### src/rtl/redirect_arbiter.sv
// Redirect arbiter: picks the oldest redirect request each cycle, issues it one cycle
// later, and filters out younger requests while a mispredict flush is in progress.
module redirect_arbiter #(
  parameter int NUM_SRC = 3,
  parameter int SQN_W   = 7
) (
  input  logic                     clk,
  input  logic                     rst,
  input  logic [NUM_SRC-1:0]       IN_req,
  input  logic [NUM_SRC*SQN_W-1:0] IN_sqN,
  input  logic [NUM_SRC*32-1:0]    IN_target,
  input  logic [NUM_SRC*5-1:0]     IN_fetchID,
  input  logic [NUM_SRC*16-1:0]    IN_hist,
  input  logic                     IN_flushDone,
  output logic                     OUT_redirValid,
  output logic [SQN_W-1:0]         OUT_sqN,
  output logic [31:0]              OUT_target,
  output logic [4:0]               OUT_fetchID,
  output logic [15:0]              OUT_hist,
  output logic [1:0]               OUT_src,
  output logic                     OUT_busy,
  output logic [7:0]               OUT_dropCnt
);

  typedef enum logic {
    IDLE  = 1'b0,
    FLUSH = 1'b1
  } state_t;

  state_t           state_q, state_d;
  logic [SQN_W-1:0] last_sqn_q, last_sqn_d;
  logic             redir_valid_q, redir_valid_d;
  logic [SQN_W-1:0] sqn_q, sqn_d;
  logic [31:0]      target_q, target_d;
  logic [4:0]       fetch_id_q, fetch_id_d;
  logic [15:0]      hist_q, hist_d;
  logic [1:0]       src_q, src_d;
  logic             busy_q, busy_d;
  logic [7:0]       drop_cnt_q, drop_cnt_d;

  logic [NUM_SRC-1:0] eligible;
  logic               win_found;
  logic [1:0]         win_idx;
  logic [SQN_W-1:0]   win_sqn;
  logic [7:0]         req_cnt;
  logic [7:0]         drop_inc;
  logic [8:0]         drop_sum;
  logic [SQN_W-1:0]   src_sqn;

  // Wrap-aware age compare: a is older than b when (a - b) is negative in SQN_W bits.
  function automatic logic is_older(input logic [SQN_W-1:0] a, input logic [SQN_W-1:0] b);
    logic [SQN_W-1:0] diff;
    diff = a - b;
    return diff[SQN_W-1];
  endfunction

  always_comb begin
    eligible  = '0;
    win_found = 1'b0;
    win_idx   = '0;
    win_sqn   = '0;
    req_cnt   = '0;
    src_sqn   = '0;
    for (int i = 0; i < NUM_SRC; i++) begin
      src_sqn     = IN_sqN[i*SQN_W +: SQN_W];
      req_cnt     = req_cnt + 8'(IN_req[i]);
      eligible[i] = IN_req[i] &&
                    ((state_q == IDLE) || is_older(src_sqn, last_sqn_q));
      // Strictly-older replacement keeps the lowest index on equal sqN.
      if (eligible[i] && (!win_found || is_older(src_sqn, win_sqn))) begin
        win_found = 1'b1;
        win_idx   = 2'(i);
        win_sqn   = src_sqn;
      end
    end
  end

  always_comb begin
    drop_inc = req_cnt - (win_found ? 8'd1 : 8'd0);
    drop_sum = {1'b0, drop_cnt_q} + {1'b0, drop_inc};
    drop_cnt_d = drop_sum[8] ? 8'hFF : drop_sum[7:0];
  end

  always_comb begin
    state_d       = state_q;
    last_sqn_d    = last_sqn_q;
    redir_valid_d = 1'b0;
    sqn_d         = sqn_q;
    target_d      = target_q;
    fetch_id_d    = fetch_id_q;
    hist_d        = hist_q;
    src_d         = src_q;

    if (win_found) begin
      state_d       = FLUSH;
      last_sqn_d    = win_sqn;
      redir_valid_d = 1'b1;
      sqn_d         = win_sqn;
      target_d      = {IN_target[int'(win_idx)*32+1 +: 31], 1'b0};
      fetch_id_d    = IN_fetchID[int'(win_idx)*5 +: 5];
      hist_d        = IN_hist[int'(win_idx)*16 +: 16];
      src_d         = win_idx;
    end else if ((state_q == FLUSH) && IN_flushDone) begin
      state_d = IDLE;
    end

    busy_d = (state_d == FLUSH);
  end

  always_ff @(posedge clk) begin
    if (rst) begin
      state_q       <= IDLE;
      last_sqn_q    <= '0;
      redir_valid_q <= 1'b0;
      sqn_q         <= '0;
      target_q      <= '0;
      fetch_id_q    <= '0;
      hist_q        <= '0;
      src_q         <= '0;
      busy_q        <= 1'b0;
      drop_cnt_q    <= '0;
    end else begin
      state_q       <= state_d;
      last_sqn_q    <= last_sqn_d;
      redir_valid_q <= redir_valid_d;
      sqn_q         <= sqn_d;
      target_q      <= target_d;
      fetch_id_q    <= fetch_id_d;
      hist_q        <= hist_d;
      src_q         <= src_d;
      busy_q        <= busy_d;
      drop_cnt_q    <= drop_cnt_d;
    end
  end

  assign OUT_redirValid = redir_valid_q;
  assign OUT_sqN        = sqn_q;
  assign OUT_target     = target_q;
  assign OUT_fetchID    = fetch_id_q;
  assign OUT_hist       = hist_q;
  assign OUT_src        = src_q;
  assign OUT_busy       = busy_q;
  assign OUT_dropCnt    = drop_cnt_q;

endmodule
### config.mk
export PLATFORM = sky130hd
export DESIGN_NAME = redirect_arbiter
export DESIGN_NICKNAME = d
export VERILOG_FILES = /design/src/rtl/redirect_arbiter.sv
export SDC_FILE = /design/constraint.sdc
export NUM_CORES = 1
export LEC_CHECK = 0
export ABC_AREA = 0
export CORE_ASPECT_RATIO = 1.5
export CORE_MARGIN = 1.5
export CORE_UTILIZATION = 42
export DETAILED_ROUTE_END_ITERATION = 12
export PLACE_DENSITY = 0.79
export SLEW_MARGIN = 25
export SYNTH_ARGS = -nofsm -noshare
export SYNTH_HDL_FRONTEND = slang
export SYNTH_SLANG_ARGS = --single-unit
export TNS_END_PERCENT = 5
### constraint.sdc
create_clock -name clk -period 8.3 [get_ports clk]
set_input_delay 0.83 -clock clk [delete_from_list [all_inputs] [get_ports clk]]
set_output_delay 0.83 -clock clk [all_outputs]
set_load 0.01 [all_outputs]
==> flow_summary_export.csv, run 1 <==
group,metric,value,unit
critical_path,critical_path_arrival,7860,ps
critical_path,critical_path_class,"primary input to flip-flop",
clock_network,clock_tree_from_tritoncts,"yes",
logic_synthesis,synth_cell_type_count,63,
timing,worst_hold_check_slack,462.9,ps
grt,grt_antenna_before_repair,0,
final_layout,post-route-cell-area,8284,um2
power,power.leakage,3.332,nW
logic_synthesis,post_synth_instance_area,5331,um2
timing,timing.clock.skew,6.921,ps
critical_path,worstReg2RegEnd,"OUT_target[3]$_SDFFE_PP0N_",
logic_synthesis,async_reset_ff_share,0,%
final_layout,area_delta_synth_final,55.39,%
critical_path,critical-path-top-delay-family,"compound AO/OA/AOI/OAI gates",
grt,groute.usage.overall,25.86,%
placement,globalplace.congestion,0.9009,
grt,grt_pass1_wl,27340,um
detailed_routing,routed_wire_length_per_instance,17.62,um
timing,timing.slew.headroom,32.45,%
logic_synthesis,synth_top_flop_cell,"sky130_fd_sc_hd__dfxtp_1",
status,status,"completed",
grt,number_of_global_route_vias_before_repair,5753,
die,initial_core_util,42.82,%
clock_network,ctsResizeCount,0,
die,die_y,141.0,um
critical_path,critPathBufInv,1,
min_path,holdPathEnd,"OUT_target[30]$_SDFFE_PP0N_",
logic_synthesis,synth_edf_count,0,
critical_path,critPathCaptureType,"flip-flop",
clock_network,cts.reportedPaths.clkPinSlew,60,ps
placement,place_area,7958,um2
critical_path,regToRegStartpoint,"OUT_sqN[5]$_SDFFE_PP0N_",
critical_path,path_common_cell,"sky130_fd_sc_hd__a21oi_1",
timing,final.setup.tns,0,ps
critical_path,max_stage_delay,700,ps
logic_synthesis,synth.avg_cell_area,8.769,um2
critical_path,reg2reg_depth,26,
die,design.die.area,13390,um2
critical_path,cp_max_fo,20,
detailed_routing,drt.antenna.violating_nets,0,
grt,pin_count_of_the_biggest_net_entering_global_routing,56,
final_layout,antenna_cells_inserted,0,
timing,max_freq,131.5,MHz
critical_path,cpMaxStageDelayCell,"sky130_fd_sc_hd__or4_4",
detailed_routing,drc,0,
timing,setup_violations,0,
grt,grt_remaining_overflow,0,
die,chipWidth,94.99,um
min_path,min_delay_path_depth,2,
critical_path,worst_ep_required_time,8550,ps
die,rows,50,
final_layout,final_cell_mix,"sky130_fd_sc_hd__clkdlybuf4s50_1, sky130_fd_sc_hd__mux2i_1, sky130_fd_sc_hd__dfxtp_1, sky130_fd_sc_hd__a21oi_1, sky130_fd_sc_hd__nand2_1",
logic_synthesis,syn_inst,608,
die,floorplan.core_area,12450,um2
job,cap_viol_max_count,0,
min_path,holdCritPathClass,"flip-flop to flip-flop",
timing,timing_hold_violations_final,0,
logic_synthesis,synthesis.nets,831,
clock_network,htree_num_levels,3,
die,ioPinCount,258,
final_layout,proportion_of_layout_cells_with_a_drive_suffix_above_1,8.255,%
critical_path,startpoint_type,"primary input",
detailed_routing,routed_wl,17700,um
detailed_routing,detail_route.vias_per_cell,5.607,
detailed_routing,drt-pass1-iter-count,4,
timing,time_the_final_worst_path_needs_with_i_o_delays_and_setup,7604,ps
placement,half_perimeter_wire_length_of_the_detailed_placement_result,14020,um
detailed_routing,drt_first_iter_violations,235,
timing,rsz0062_at_grt,"no",
detailed_routing,vias,5629,
power,power_per_cell_area,234.4,nW/um2
final_layout,finalNetCount,1067,
min_path,hold_path_startpoint,"OUT_target[30]$_SDFFE_PP0N_",
timing,worst_tran_pin_value,1013,ps
critical_path,reg_to_reg_setup_timing_slack,1190,ps
final_layout,layout_commonest_cell,"sky130_fd_sc_hd__clkdlybuf4s50_1",
final_layout,layout.filler_cells,1053,
clock_network,clk-insertion-delay-late,340,ps
clock_network,cts_root_buf,"sky130_fd_sc_hd__clkbuf_16",
power,vdd_ir_drop_max,0.1227,mV
placement,placement.io_buffers,253,
timing,timing.final.max_slew_violations,0,
logic_synthesis,synth-seq-cells,71,
timing,fin_crit_sh,91.62,%
clock_network,clock_sink_count,71,
logic_synthesis,sequential_element_share_of_the_synthesized_area,26.66,%
clock_network,cts_made_buffers,9,
clock_network,cts_buffer_depth,2,
logic_synthesis,yosysWarningCount,0,
-- synthesized netlist by cell type, types with 2 or more instances --
cell                         n  area (um2)
sky130_fd_sc_hd__mux2i_1    72       720.7
sky130_fd_sc_hd__dfxtp_1    71        1421
sky130_fd_sc_hd__a21oi_1    59       295.3
sky130_fd_sc_hd__nand2_1    57       214.0
sky130_fd_sc_hd__inv_1      56       210.2
sky130_fd_sc_hd__ha_1       35       437.9
sky130_fd_sc_hd__clkbuf_1   22       82.58
sky130_fd_sc_hd__nor3_1     21       105.1
sky130_fd_sc_hd__o221ai_2   20       300.3
sky130_fd_sc_hd__o21bai_1   19       142.6
sky130_fd_sc_hd__nor2_1     16       60.06
sky130_fd_sc_hd__a221oi_1   15       131.4
sky130_fd_sc_hd__buf_2      13       65.06
sky130_fd_sc_hd__a21o_1     11       82.58
sky130_fd_sc_hd__a2111oi_1  10       100.1
sky130_fd_sc_hd__o211ai_1    8       60.06
sky130_fd_sc_hd__a2111oi_0   7       61.31
sky130_fd_sc_hd__nand2b_1    7       43.79
sky130_fd_sc_hd__xnor2_1     7       61.31
sky130_fd_sc_hd__o311a_1     6       60.06
sky130_fd_sc_hd__nand3_1     5       25.02
sky130_fd_sc_hd__o21ai_0     5       25.02
sky130_fd_sc_hd__and2_1      4       25.02
sky130_fd_sc_hd__buf_4       4       30.03
sky130_fd_sc_hd__o21a_1      4       30.03
sky130_fd_sc_hd__a211o_1     3       26.28
sky130_fd_sc_hd__a31oi_1     3       18.77
sky130_fd_sc_hd__nand4_1     3       18.77
sky130_fd_sc_hd__a211oi_1    2       15.01
sky130_fd_sc_hd__a211oi_4    2       40.04
sky130_fd_sc_hd__and4_1      2       17.52
sky130_fd_sc_hd__buf_1       2       7.510
sky130_fd_sc_hd__buf_6       2       22.52
sky130_fd_sc_hd__fa_1        2       40.04
sky130_fd_sc_hd__nor2b_1     2       12.51
sky130_fd_sc_hd__nor3b_1     2       15.01
sky130_fd_sc_hd__o2111ai_1   2       17.52
sky130_fd_sc_hd__or3_4       2       22.52
-- worst max path at each step --
stage	to	slack (ps)	depth (start not counted)	startpoint
2_1_floorplan	OUT_hist[0]$_SDFFE_PP0N_	1020	28	IN_sqN[5]
3_3_place_gp	OUT_target[30]$_SDFFE_PP0N_	420	26	IN_sqN[5]
3_5_place_dp	OUT_hist[15]$_SDFFE_PP0N_	180	26	IN_sqN[5]
4_1_cts	OUT_target[3]$_SDFFE_PP0N_	520	26	IN_sqN[5]
5_1_grt	OUT_fetchID[3]$_SDFFE_PP0N_	130	26	IN_sqN[5]
6_report	OUT_target[3]$_SDFFE_PP0N_	700	26	IN_sqN[5]
-- sequential cells by signal, summed over array words and instances (netlist names) --
register and flops:
OUT_busy 1, OUT_dropCnt 8, OUT_fetchID 5, OUT_hist 16
OUT_redirValid 1, OUT_sqN 7, OUT_src 2, OUT_target 31
-- per-stage QoR --
| step | util, % | power, W | setup WS (ps) | instances |
|---|---|---|---|---|
| 3_5_place_dp | 63.92 | 0.001531 | 179.8 | 987 |
| 3_3_place_gp | 63.88 | 0.001492 | 421.7 | 987 |
| 2_1_floorplan | - | 0.001101 | 1017 | 608 |
| 5_1_grt | 66.54 | 0.002066 | 126.4 | 1004 |
| 4_1_cts | 66.42 | 0.001946 | 518.6 | 1002 |
| 6_report | 66.54 | 0.001942 | 695.7 | 1004 |
-- cell type report --
class,instances,area (um2),area share (%)
multi-input combinational,438,3506,42.32
timing repair buffer,268,2640,31.87
sequential,71,1421,17.16
clock buffer,9,225.2,2.719
inverter,56,210.2,2.537
tap,156,195.2,2.356
clock inverter,6,86.33,1.042
-- worst min-delay path: cells and delay by family (launching register included) --
kind / cells / cell delay, ps
DFF: 1 / 320
and+or+nand+nor: 1 / 60
AOI/OAI and AO/OA: 1 / 50
-- where the power goes --
| group | switching [W] | leakage, nW | internal, W |
|---|---|---|---|
| sequential | 0.0000638 | 0.591 | 0.000442 |
| clock | 0.000151 | 0.151 | 0.000261 |
| combinational | 0.000513 | 2.59 | 0.000512 |
| total | 0.000727 | 3.33 | 0.00121 |
-- cell families (layout without fill, tap and decap cells) --
| logic type | Yosys count | count (layout) | share of synthesized area (%) |
|---|---|---|---|
| buffers and inverters | 99 | 339 | 7.839 |
| AND/OR/NAND/NOR | 131 | 131 | 12.02 |
| other | 1 | 1 | 0.07034 |
| multiplexers | 73 | 73 | 13.73 |
| flip-flops | 71 | 71 | 26.66 |
| AO/OA/AOI/OAI | 188 | 188 | 29.41 |
| XOR/XNOR | 8 | 8 | 1.314 |
| adder cells (fa/ha/maj) | 37 | 37 | 8.965 |
-- per-layer routing --
layer  GRT usage (%)  up-vias  routed length [um]
li1                -     2720                   -
met5               0        -                   0
met2           48.50      230                9539
met4           9.584        0                 458
met1           27.38     2647                6500
met3           5.609       32                1196
-- what timing repair did --
item	CTS	global route
setup endpoints to repair	0	23
setup buffers	0	2
hold buffers	0	0
No activity file was read; power rests on OpenSTA's default activity.
==> run 2: changes to the inputs <==
--- a/config.mk
+++ b/config.mk
@@ -7,7 +7,6 @@
 export LEC_CHECK = 0
 export ABC_AREA = 0
 export CORE_ASPECT_RATIO = 1.5
-export CORE_MARGIN = 1.5
 export CORE_UTILIZATION = 42
 export DETAILED_ROUTE_END_ITERATION = 12
 export PLACE_DENSITY = 0.79
==> run 2 against run 1 <==
Global-route usage grew 0.077 points. Highest routed layer unchanged. Critical path type unchanged. Via count decreased by 1.4%. Routed wire length decreased by 2.1%. Count of clock-buffer cells in the layout increased by 1. Die area down 1.8%. Sequential power is essentially flat. Register-to-register slack got worse by 140 ps. Combinational power barely moved. Setup slack got worse by 150 ps. Clock skew shrank 1.4 ps. Critical path depth did not move.
==> flow_summary_export.csv, run 2 (same netlist as run 1, synthesis figures left out) <==
group,metric,value,unit
timing,time_the_final_worst_path_needs_with_i_o_delays_and_setup,7751,ps
detailed_routing,detail_route.vias_per_cell,5.536,
critical_path,reg_to_reg_setup_timing_slack,1050,ps
timing,fin_crit_sh,93.38,%
power,combinationalPowerShare,53.3,%
die,initial_core_util,42.82,%
final_layout,area_delta_synth_final,54.89,%
placement,half_perimeter_wire_length_of_the_detailed_placement_result,13700,um
final_layout,final_util,66.33,%
die,design.die.area,13160,um2
placement,place_ws,44.46,ps
grt,number_of_global_route_vias_before_repair,5715,
clock_network,clk-insertion-delay-late,330,ps
grt,pin_count_of_the_biggest_net_entering_global_routing,56,
die,chipWidth,93.99,um
grt,grt_remaining_overflow,0,
detailed_routing,routed_wire_length_per_instance,17.27,um
detailed_routing,drt_first_iter_violations,190,
placement,placement.io_buffers,253,
die,ioPinCount,258,
detailed_routing,drc,0,
placement,place_area,7950,um2
critical_path,reg2reg_depth,26,
placement,placed_cells,986,
final_layout,layout_commonest_cell,"sky130_fd_sc_hd__clkdlybuf4s50_1",
die,floorplan.core_area,12450,um2
power,vdd_ir_drop_max,0.1156,mV
clock_network,clock_tree_from_tritoncts,"yes",
placement,globalplace.congestion,0.8802,
die,rows,50,
clock_network,cts.reportedPaths.clkPinSlew,60,ps
timing,max_freq,129.0,MHz
min_path,holdCritPathClass,"flip-flop to flip-flop",
detailed_routing,routed_wl,17320,um
timing,timing.final.max_slew_violations,0,
grt,groute.usage.overall,25.94,%
critical_path,critical_path_arrival,7990,ps
job,cap_viol_max_count,0,
critical_path,regToRegStartpoint,"OUT_sqN[5]$_SDFFE_PP0N_",
min_path,hold_path_startpoint,"OUT_src[1]$_SDFFE_PP0N_",
detailed_routing,vias,5553,
grt,grt_pass1_wl,27180,um
power,power_frac_seq,26.5,%
min_path,holdPathEnd,"OUT_src[1]$_SDFFE_PP0N_",
final_layout,post-route-cell-area,8258,um2
min_path,min_delay_path_depth,2,
critical_path,startpoint_type,"primary input",
clock_network,holdBufCountCts,0,
clock_network,cts_buffer_depth,2,
timing,timing.final.ws_setup,549.3,ps
power,power_per_cell_area,231.5,nW/um2
clock_network,htree_num_levels,3,
critical_path,critPathCaptureType,"flip-flop",
critical_path,critical_path_class,"primary input to flip-flop",
timing,timing.slew.headroom,32.09,%
status,status,"completed",
power,clockPowerShare,20.2,%
critical_path,worstReg2RegEnd,"OUT_target[3]$_SDFFE_PP0N_",
final_layout,largest_register_ffs,31,
final_layout,proportion_of_layout_cells_with_a_drive_suffix_above_1,8.028,%
critical_path,worst_ep_required_time,8540,ps
clock_network,cts_root_buf,"sky130_fd_sc_hd__clkbuf_16",
power,switching_power,0.0007244,W
detailed_routing,drt-pass1-iter-count,4,
timing,timing.clock.skew,5.486,ps
clock_network,cts_made_buffers,9,
power,power.leakage,3.310,nW
final_layout,post_layout_nonfiller_instances,1003,
final_layout,antenna_cells_inserted,0,
clock_network,clock_sink_count,71,
final_layout,finalNetCount,1065,
timing,setup_violations,0,
timing,timing_hold_violations_final,0,
final_layout,final_cell_mix,"sky130_fd_sc_hd__clkdlybuf4s50_1, sky130_fd_sc_hd__mux2i_1, sky130_fd_sc_hd__dfxtp_1, sky130_fd_sc_hd__a21oi_1, sky130_fd_sc_hd__nand2_1",
timing,worst_tran_pin_value,1019,ps
power,netSwitchingFraction,37.89,%
power,p_int,0.001188,W
grt,grt_antenna_before_repair,0,
timing,rsz0062_at_grt,"no",
timing,final.setup.tns,0,ps
die,die_y,140.0,um
detailed_routing,drt.antenna.violating_nets,0,
critical_path,cp_max_fo,20,
clock_network,ctsResizeCount,0,
run 2: worst max-delay path by stage:
stage | startpoint | to | slack, ps
floorplan | IN_sqN[5] | OUT_hist[0]$_SDFFE_PP0N_ | 1020
detailed placement | IN_sqN[5] | OUT_target[3]$_SDFFE_PP0N_ | 40
finish | IN_sqN[5] | OUT_target[3]$_SDFFE_PP0N_ | 550
global placement | IN_sqN[5] | OUT_target[23]$_SDFFE_PP0N_ | 370
CTS | IN_sqN[5] | OUT_target[3]$_SDFFE_PP0N_ | 370
global route | IN_sqN[5] | OUT_target[3]$_SDFFE_PP0N_ | 100
run 2: stage by stage:
| stage | power (W) | hold slack, ps |
|---|---|---|
| after floorplan | 0.001101 | 480.5 |
| after global placement | 0.001487 | 447.0 |
| after detailed placement | 0.001528 | 453.9 |
| after CTS | 0.001918 | 464.5 |
| after global routing | 0.002036 | 483.6 |
| final | 0.001912 | 464.2 |
run 2: power groups by stage:
stage,sequential (W),clock (W),combinational (W)
finish,0.000507,0.000387,0.00102
global route,0.000517,0.000409,0.00111
CTS,0.000505,0.000392,0.00102
detailed placement,0.000512,0,0.00102
global placement,0.000507,0,0.000981
floorplan,0.000545,0,0.000556
run 2: layout make-up:
type | instances | area [um2]
Multi-Input combinational cell | 438 | 3506
Clock inverter | 6 | 71.32
Clock buffer | 10 | 229.0
Inverter | 56 | 210.2
Tap cell | 156 | 195.2
Fill cell | 1035 | 4192
Timing Repair Buffer | 266 | 2625
Sequential cell | 71 | 1421
run 2: layer usage:
layer	share of wire (%)	global-route usage, %	vias up
met2	53	47.60	221
met3	5.9	5.320	50
met4	3.8	12.06	0
met5	0	0	-
met1	37	27.70	2569
li1	-	-	2713
run 2: critical path, stage by stage:
cell                              delay (ps)
sky130_fd_sc_hd__clkdlybuf4s50_1         440
sky130_fd_sc_hd__ha_1                    360
sky130_fd_sc_hd__a21oi_1                 270
sky130_fd_sc_hd__mux2i_1                 360
sky130_fd_sc_hd__a41oi_2                 230
sky130_fd_sc_hd__a211oi_4                330
sky130_fd_sc_hd__nand2_1                 130
sky130_fd_sc_hd__ha_1                    310
sky130_fd_sc_hd__a21oi_1                 130
sky130_fd_sc_hd__o21ai_0                 180
sky130_fd_sc_hd__a211o_1                 300
sky130_fd_sc_hd__a2111oi_4               400
sky130_fd_sc_hd__o21ai_1                 160
sky130_fd_sc_hd__a31oi_4                 340
sky130_fd_sc_hd__nor2_1                   80
sky130_fd_sc_hd__a21oi_1                 270
sky130_fd_sc_hd__ha_1                    310
sky130_fd_sc_hd__a21o_1                  180
sky130_fd_sc_hd__a21o_1                  170
sky130_fd_sc_hd__a21oi_1                 190
sky130_fd_sc_hd__nor3b_1                 350
sky130_fd_sc_hd__a21o_1                  210
sky130_fd_sc_hd__o31ai_4                 130
sky130_fd_sc_hd__and4_1                  360
sky130_fd_sc_hd__or4_4                   700
sky130_fd_sc_hd__o221ai_2                250
run 2: timing repair:
action	in CTS	in global routing
hold endpoints to repair	0	0
endpoints found under the setup margin	0	23
buffers inserted	0	1
==> run 3: changes to the inputs <==
==> constraint.sdc (replaced) <==
create_clock -name clk -period 8.3 [get_ports clk]
set_input_delay 0.83 -clock clk [delete_from_list [all_inputs] [get_ports clk]]
set_output_delay 0.83 -clock clk [all_outputs]
set_load 0.005 [all_outputs]
==> results of run 3 <==
Same layout as run 2 (identical final DEF). Status: completed.
Among the figures that moved: total power 0.001912 W -> 0.001874 W; worst IR drop on VDD 0.1156 mV -> 0.1135 mV
